File: config.mk
export PLATFORM = sky130hd
export DESIGN_NAME = vedic32_seq_ctrl
export DESIGN_NICKNAME = d
export VERILOG_FILES = /design/src/rtl/vedic32_seq_ctrl.sv
export SDC_FILE = /design/constraint.sdc
export NUM_CORES = 1
export LEC_CHECK = 0
export ABC_AREA = 1
export CORE_UTILIZATION = 60
export DETAILED_ROUTE_END_ITERATION = 8
export PLACE_DENSITY = 0.84
export SETUP_SLACK_MARGIN = 0.4
export SYNTH_ARGS = -nofsm -noshare
export SYNTH_HDL_FRONTEND = slang
export SYNTH_SLANG_ARGS = --single-unit
File: constraint.sdc
create_clock -name clk -period 14.1 [get_ports clk]
set_input_delay 2.115 -clock clk [delete_from_list [all_inputs] [get_ports clk]]
set_output_delay 2.115 -clock clk [all_outputs]
set_load 0.01 [all_outputs]
File: src/rtl/vedic32_seq_ctrl.sv
// Unsigned 32x32 multiply that time-shares one vedic16x16 over four partial products.
// Result after 4 cycles (5 with PIPE_PP); in_valid/out_ready handshakes; holds Prod until taken.

module vedic2x2 (
   input  logic [1:0] a,
   input  logic [1:0] b,
   output logic [3:0] prod
);
   logic t0, t1, t2, c;
   assign t0 = a[1] & b[0];
   assign t1 = a[0] & b[1];
   assign t2 = a[1] & b[1];
   assign c  = t0 & t1;
   assign prod[0] = a[0] & b[0];
   assign prod[1] = t0 ^ t1;
   assign prod[2] = t2 ^ c;
   assign prod[3] = t2 & c;
endmodule

module vedic4x4 (
   input  logic [3:0] a,
   input  logic [3:0] b,
   output logic [7:0] prod
);
   logic [3:0] q0, q1, q2, q3;
   vedic2x2 u0 (.a(a[1:0]), .b(b[1:0]), .prod(q0));
   vedic2x2 u1 (.a(a[3:2]), .b(b[1:0]), .prod(q1));
   vedic2x2 u2 (.a(a[1:0]), .b(b[3:2]), .prod(q2));
   vedic2x2 u3 (.a(a[3:2]), .b(b[3:2]), .prod(q3));
   assign prod = {4'b0, q0} + {2'b0, q1, 2'b0} + {2'b0, q2, 2'b0} + {q3, 4'b0};
endmodule

module vedic8x8 (
   input  logic [7:0]  a,
   input  logic [7:0]  b,
   output logic [15:0] prod
);
   logic [7:0] q0, q1, q2, q3;
   vedic4x4 u0 (.a(a[3:0]), .b(b[3:0]), .prod(q0));
   vedic4x4 u1 (.a(a[7:4]), .b(b[3:0]), .prod(q1));
   vedic4x4 u2 (.a(a[3:0]), .b(b[7:4]), .prod(q2));
   vedic4x4 u3 (.a(a[7:4]), .b(b[7:4]), .prod(q3));
   assign prod = {8'b0, q0} + {4'b0, q1, 4'b0} + {4'b0, q2, 4'b0} + {q3, 8'b0};
endmodule

module vedic16x16 (
   input  logic [15:0] a,
   input  logic [15:0] b,
   input  logic        ground,
   output logic [31:0] prod,
   output logic        overflow
);
   logic [15:0] q0, q1, q2, q3;
   logic [32:0] sum;
   vedic8x8 u0 (.a(a[7:0]),  .b(b[7:0]),  .prod(q0));
   vedic8x8 u1 (.a(a[15:8]), .b(b[7:0]),  .prod(q1));
   vedic8x8 u2 (.a(a[7:0]),  .b(b[15:8]), .prod(q2));
   vedic8x8 u3 (.a(a[15:8]), .b(b[15:8]), .prod(q3));
   // ground acts as a carry-in; with it at zero the top bit can never set
   assign sum = {17'b0, q0} + {9'b0, q1, 8'b0} + {9'b0, q2, 8'b0} + {1'b0, q3, 16'b0}
              + {32'b0, ground};
   assign prod     = sum[31:0];
   assign overflow = sum[32];
endmodule

module vedic32_seq_ctrl #(
   parameter int PIPE_PP = 0
) (
   input  logic        clk,
   input  logic        rst_n,
   input  logic        in_valid,
   output logic        in_ready,
   input  logic [31:0] A,
   input  logic [31:0] B,
   output logic        out_valid,
   input  logic        out_ready,
   output logic [63:0] Prod,
   output logic        busy
);
   typedef enum logic [1:0] {IDLE, MUL, DONE} state_t;

   state_t      state;
   logic [1:0]  step;
   logic        drain;
   logic [31:0] a_q, b_q;
   logic [63:0] acc;
   logic [15:0] op_a, op_b;
   logic [31:0] pp;
   logic        pp_ovf;
   logic        unused_ovf;
   logic [31:0] term_pp;
   logic [1:0]  term_step;
   logic        term_vld;
   logic [63:0] term;
   logic [63:0] acc_sum;
   logic        last;
   logic        accept;

   assign in_ready = (state == IDLE) || (state == DONE && out_ready);
   assign accept   = in_valid && in_ready;

   // step bit 0 picks the A half, bit 1 picks the B half
   assign op_a = step[0] ? a_q[31:16] : a_q[15:0];
   assign op_b = step[1] ? b_q[31:16] : b_q[15:0];

   vedic16x16 u_mul (
      .a        (op_a),
      .b        (op_b),
      .ground   (1'b0),
      .prod     (pp),
      .overflow (pp_ovf)
   );
   assign unused_ovf = pp_ovf;

   generate
      if (PIPE_PP != 0) begin : g_pipe
         logic [31:0] pp_q;
         logic [1:0]  step_q;
         logic        vld_q;
         always_ff @(posedge clk or negedge rst_n) begin
            if (!rst_n) begin
               pp_q   <= '0;
               step_q <= '0;
               vld_q  <= 1'b0;
            end else begin
               pp_q   <= pp;
               step_q <= step;
               vld_q  <= (state == MUL) && !drain;
            end
         end
         assign term_pp   = pp_q;
         assign term_step = step_q;
         assign term_vld  = vld_q;
      end else begin : g_comb
         assign term_pp   = pp;
         assign term_step = step;
         assign term_vld  = (state == MUL);
      end
   endgenerate

   always_comb begin
      term = 64'b0;
      case (term_step)
         2'd0:    term = {32'b0, term_pp};
         2'd1,
         2'd2:    term = {16'b0, term_pp, 16'b0};
         default: term = {term_pp, 32'b0};
      endcase
   end

   assign acc_sum = acc + term;
   // the pipelined variant finishes on the drain cycle after the last issue
   assign last    = (state == MUL) && ((PIPE_PP != 0) ? drain : (step == 2'd3));

   always_ff @(posedge clk or negedge rst_n) begin
      if (!rst_n) begin
         state     <= IDLE;
         step      <= 2'd0;
         drain     <= 1'b0;
         a_q       <= '0;
         b_q       <= '0;
         acc       <= '0;
         Prod      <= '0;
         out_valid <= 1'b0;
         busy      <= 1'b0;
      end else if (accept) begin
         a_q       <= A;
         b_q       <= B;
         acc       <= '0;
         step      <= 2'd0;
         drain     <= 1'b0;
         state     <= MUL;
         out_valid <= 1'b0;
         busy      <= 1'b1;
      end else begin
         case (state)
            MUL: begin
               if (term_vld)
                  acc <= acc_sum;
               if (last) begin
                  Prod      <= acc_sum;
                  out_valid <= 1'b1;
                  state     <= DONE;
               end else if (step == 2'd3) begin
                  drain <= 1'b1;
               end else begin
                  step <= step + 2'd1;
               end
            end
            DONE: begin
               if (out_ready) begin
                  out_valid <= 1'b0;
                  busy      <= 1'b0;
                  state     <= IDLE;
               end
            end
            default: state <= IDLE;
         endcase
      end
   end
endmodule
==> run metrics, run 1 <==
status=complete, no violations; HP Class=reg2reg; Post-Syn Area=0.02412 mm²; 1st-pass router iterations=5; CTS Buf Count=17; classification of the worst setup path=reg2reg; Slew Limit Headroom=0.3539; Final Max Tran Viols=0; routed len/inst=19.19 µm; Worst Max-Slew Pin Slew=0.9691 ns; critical path startpoint category=flop; Max Cap Viol=0; Die Y=202.5 µm; hpwl dp=59170 µm; number of global-route vias before repair=22190; PortBufs=134; via count=22000; Post-route DRC=0; largest net degree at the start of global routing=94; Synthesized Nets=3736; FP Rows=73; Period minus WS final=12.83 ns; Seq/Total Area, Yosys=0.2054; first-pass GRT wire length=117700 µm; Ys Warns=0; Max Freq=0.07797 GHz; vias per cell=5.759; fin crit share=0.9096; Setup Buffers After CTS=0; core box area=0.03973 mm²; final WL=73310 µm; Synth Register Bits=198; initial antenna violation count=0; Worst Path Max Fanout=19; final hold violations=0; GP Congestion=1.005; die area=0.04101 mm²; root buffer cell=clkbuf_16; clock skew=0.01798 ns; Initial Util=0.6071; syn avg cell area=7.612 µm²; Die W=202.5 µm; post-synthesis cell type count=48; Arr. time, crit path=13.19 ns; CP endpoint kind=flop; CTS tree=done; Most used DFF post-synth=dfrtp_1; Routed Antenna Nets=0; Sink Count=198; Final setup viols=0; Crit-path slowest cell=dfrtp_4; cell with the most instances on the worst path=nand2_1; unrepaired setup endpoints after global routing=no; n_diodes=0; GRT Util Overall=0.3686; Layout Nets=3850; IO Count=135; GR Overflow Total=0; Post-synth ARST share=1.000; number of synthesized flops with an enable pin=0; synthesized instance count=3169; Clock transition at path regs=0.08 ns; Max stage delay on crit path=0.60 ns; clk_lat worst skew=0.48 ns; Max H-tree Level=4; Worst Path Required=14.46 ns; CTS max path bufs=2; fraction of layout cells with a size suffix above 1=0.06493; TNS Setup=0 ns; area grow syn2layout=10.80%; drt initial violations=1959
==> path summary, 6_finish.rpt <==
path | start | to | slack, ns | cells after the start
min in group asynchronous | rst_n | Prod[50] | 1.59 | 1
worst max register to register | step[1] | Prod[53] | 1.27 | 62
worst min-delay path | Prod[56] | Prod[56] | 0.48 | 2
worst max-delay path | step[1] | Prod[53] | 1.27 | 62
max in group asynchronous | rst_n | step[1] | 10.94 | 2
worst min register to register | Prod[56] | Prod[56] | 0.48 | 2
==> critical path, delay by kind of cell, from the launching register on <==
kind / cells / cell delay (ns)
fa+ha+maj: 12 / 4.57
xor+xnor: 5 / 1.10
flops: 1 / 0.60
buf+inv: 6 / 0.71
simple gates: 20 / 2.48
compound gates: 19 / 3.24
==> registers in the layout, indices dropped and copies added, names as in the netlist <==
register   cells
step           2
out_valid      1
Prod          64
state          2
a_q           32
busy           1
b_q           32
acc           64
==> placed cells by master (no fill, tap or decap), drive strengths merged, types with 19 or more instances in the layout <==
cell,count
xor2,88
ha,388
mux2,64
dfrtp,198
buf,40
clkbuf,19
nor2,405
o22ai,30
or2,30
nand2,584
xnor2,80
inv,471
fa,111
clkdlybuf4s50,133
nand3,160
o21ai,176
a21oi,170
==> metal layers <==
| layer | wire length [µm] | vias up | track usage |
|---|---|---|---|
| met5 | 0 | - | 0 |
| met1 | 32240 | 10500 | 0.5055 |
| li1 | - | 10510 | - |
| met2 | 32770 | 862 | 0.5898 |
| met4 | 1863 | 0 | 0.1071 |
| met3 | 6430 | 130 | 0.07223 |
==> what timing repair did <==
action | CTS | global route
hold endpoints to repair | 0 | 0
setup endpoints to repair | 0 | 45
hold buffers | 0 | 0
gates resized for setup | 0 | 5
==> cells in the mapped netlist, types with 16 or more instances <==
cell type / instances / area [µm²]
fa_1: 111 / 2222
nand2_1: 570 / 2140
nor3_1: 16 / 80.08
a21o_1: 17 / 127.6
a21oi_1: 160 / 800.8
dfrtp_1: 198 / 4955
clkbuf_1: 65 / 244.0
mux2_2: 64 / 720.7
xor2_1: 87 / 762.0
xnor2_1: 80 / 700.7
mux2i_1: 16 / 160.2
o22ai_1: 30 / 187.7
or2_2: 22 / 137.6
nand3_1: 154 / 770.7
ha_1: 388 / 4855
inv_1: 461 / 1730
o21ai_0: 150 / 750.7
nor2_1: 404 / 1516
==> layout make-up <==
cell class              instances  area, µm²
clock buffers                  18      439.2
clock inverters                14      158.9
fillers                      3294      13000
inverters                     463       1738
multi-input cells            2429      17130
flip-flops and latches        198       4960
well taps                     525      656.9
repair buffers                174       1645
==> metrics by stage <==
| stage | setup WS (ns) | util | instance area (µm²) | hold slack [ns] | cells |
|---|---|---|---|---|---|
| after floorplan | 3.173 | - | 24120 | 0.4352 | 3169 |
| after global placement | 0.8963 | 0.6575 | 26120 | 0.4615 | 3789 |
| after detailed placement | 0.7904 | 0.6575 | 26120 | 0.4651 | 3789 |
| after CTS | 0.7375 | 0.6725 | 26720 | 0.4864 | 3821 |
| after global routing | 0.4575 | 0.6727 | 26730 | 0.5036 | 3821 |
| final | 1.275 | 0.6727 | 26730 | 0.4794 | 3821 |
==> logic make-up after synthesis <==
kind of cell	synth area share
buf+inv	0.08491
xor+xnor	0.06131
fa+ha+maj	0.2934
mux	0.03651
simple gates	0.2114
compound gates	0.1072
flops	0.2054
Power of run 1 is not shown: default switching activity piles up to over one toggle a cycle in this logic, so the estimate is an artifact.
==> run 2: changes to the inputs <==
- CTS_BUF_LIST: default -> sky130_fd_sc_hd__clkbuf_4 sky130_fd_sc_hd__clkbuf_8
==> run metrics, run 2 (synthesized netlist as in run 1, its figures left out) <==
number of global-route vias before repair=22140; Period minus WS final=12.86 ns; Die Y=202.5 µm; initial antenna violation count=0; 1st-pass router iterations=7; classification of the worst setup path=reg2reg; Worst Path Max Fanout=15; Max Cap Viol=0; fin crit share=0.9119; Die W=202.5 µm; CP endpoint kind=flop; first-pass GRT wire length=117400 µm; TNS Setup=0 ns; area grow syn2layout=10.04%; PnR worst setup slack=1.242 ns; Top Registers=Prod x64, acc x64; Slew Limit Headroom=0.3385; critical path startpoint category=flop; Final Max Tran Viols=0; Final setup viols=0; status=complete, no violations; hpwl dp=59170 µm; PortBufs=134; Initial Util=0.6071; final hold violations=0; core box area=0.03973 mm²; unrepaired setup endpoints after global routing=no; IO Count=135; Routed Antenna Nets=0; Worst Max-Slew Pin Slew=0.9923 ns; CTS tree=done; cell with the most instances on the worst path=nand2_1; fraction of layout cells with a size suffix above 1=0.06523; Worst Path Required=14.54 ns; hold_sp=Prod[56]; Post-route DRC=0; routed len/inst=19.19 µm; HP Class=reg2reg; reg2reg path depth=62; clock skew=0.03151 ns; CTS max path bufs=2; Worst Path Buf+Inv=5; GRT Util Overall=0.3675; clk_lat worst skew=0.55 ns; Crit-path slowest cell=dfrtp_2; Max stage delay on crit path=0.59 ns; n_diodes=0; Clock transition at path regs=0.12 ns; final WL=73310 µm; root buffer cell=clkbuf_8; most frequent cells in the layout=nand2_1, inv_1, nor2_1, ha_1, dfrtp_1; GP Congestion=1.005; Layout Nets=3850; die area=0.04101 mm²; Place WS=0.7904 ns; FF-to-FF Start=step[0]; vias per cell=5.755; FP Rows=73; CTS Buf Count=17; reg2reg setup slack=1.24 ns; drt initial violations=1895; CP Depth=62; Max H-tree Level=4; Arr. time, crit path=13.30 ns; most common library cell in the layout ignoring fill and taps=nand2_1; largest net degree at the start of global routing=94; Setup Buffers After CTS=0; Sink Count=198; GR Overflow Total=0; CP top delay family=adder cells; CP startpoint=step[0]; hold_buf cts=0; Max Freq=0.07777 GHz; worst hold path cell count=2; via count=21990
[run 2: cell counts in the layout (fill, tap and decap cells not counted)]
Identical to the previous run, type by type.
[run 2: final timing paths]
path                       endpoint
min                        Prod[56]
min reg2reg                Prod[56]
max in group asynchronous   step[1]
max                        Prod[53]
min in group asynchronous  Prod[50]
max reg2reg                Prod[53]
[run 2: tightest hold or removal path, delay by kind of cell, from the launching register on]
kind          cells  cell delay, ns
flops             1            0.36
simple gates      2            0.10
[run 2: cell type report]
cell class | instances | area, µm²
multi-input cells | 2429 | 17140
fillers | 3331 | 13190
clock buffers | 18 | 247.7
well taps | 525 | 656.9
inverters | 463 | 1738
repair buffers | 174 | 1645
flip-flops and latches | 198 | 4960
clock inverters | 14 | 158.9
[run 2: timing repair]
item | 4_1_cts | 5_1_grt
gates resized for setup | 0 | 6
endpoints found under the setup margin | 0 | 45
hold endpoints to repair | 0 | 0
[run 2: per-stage QoR]
step / hold slack (ns) / std cells / area, µm² / util
2_1_floorplan: 0.4352 / 3169 / 24120 / -
3_3_place_gp: 0.4615 / 3789 / 26120 / 0.6575
3_5_place_dp: 0.4651 / 3789 / 26120 / 0.6575
4_1_cts: 0.4946 / 3821 / 26530 / 0.6677
5_1_grt: 0.5120 / 3821 / 26550 / 0.6681
6_report: 0.4889 / 3821 / 26550 / 0.6681
[run 2: routing by layer]
metal	up-vias	share of wire	wire (µm)	track usage
met5	-	0	0	0
met3	120	0.086	6269	0.06758
met2	834	0.45	32890	0.5892
met1	10530	0.44	32480	0.5078
li1	10500	-	-	-
met4	0	0.023	1673	0.1018
Power of run 2 is left out for the same reason.
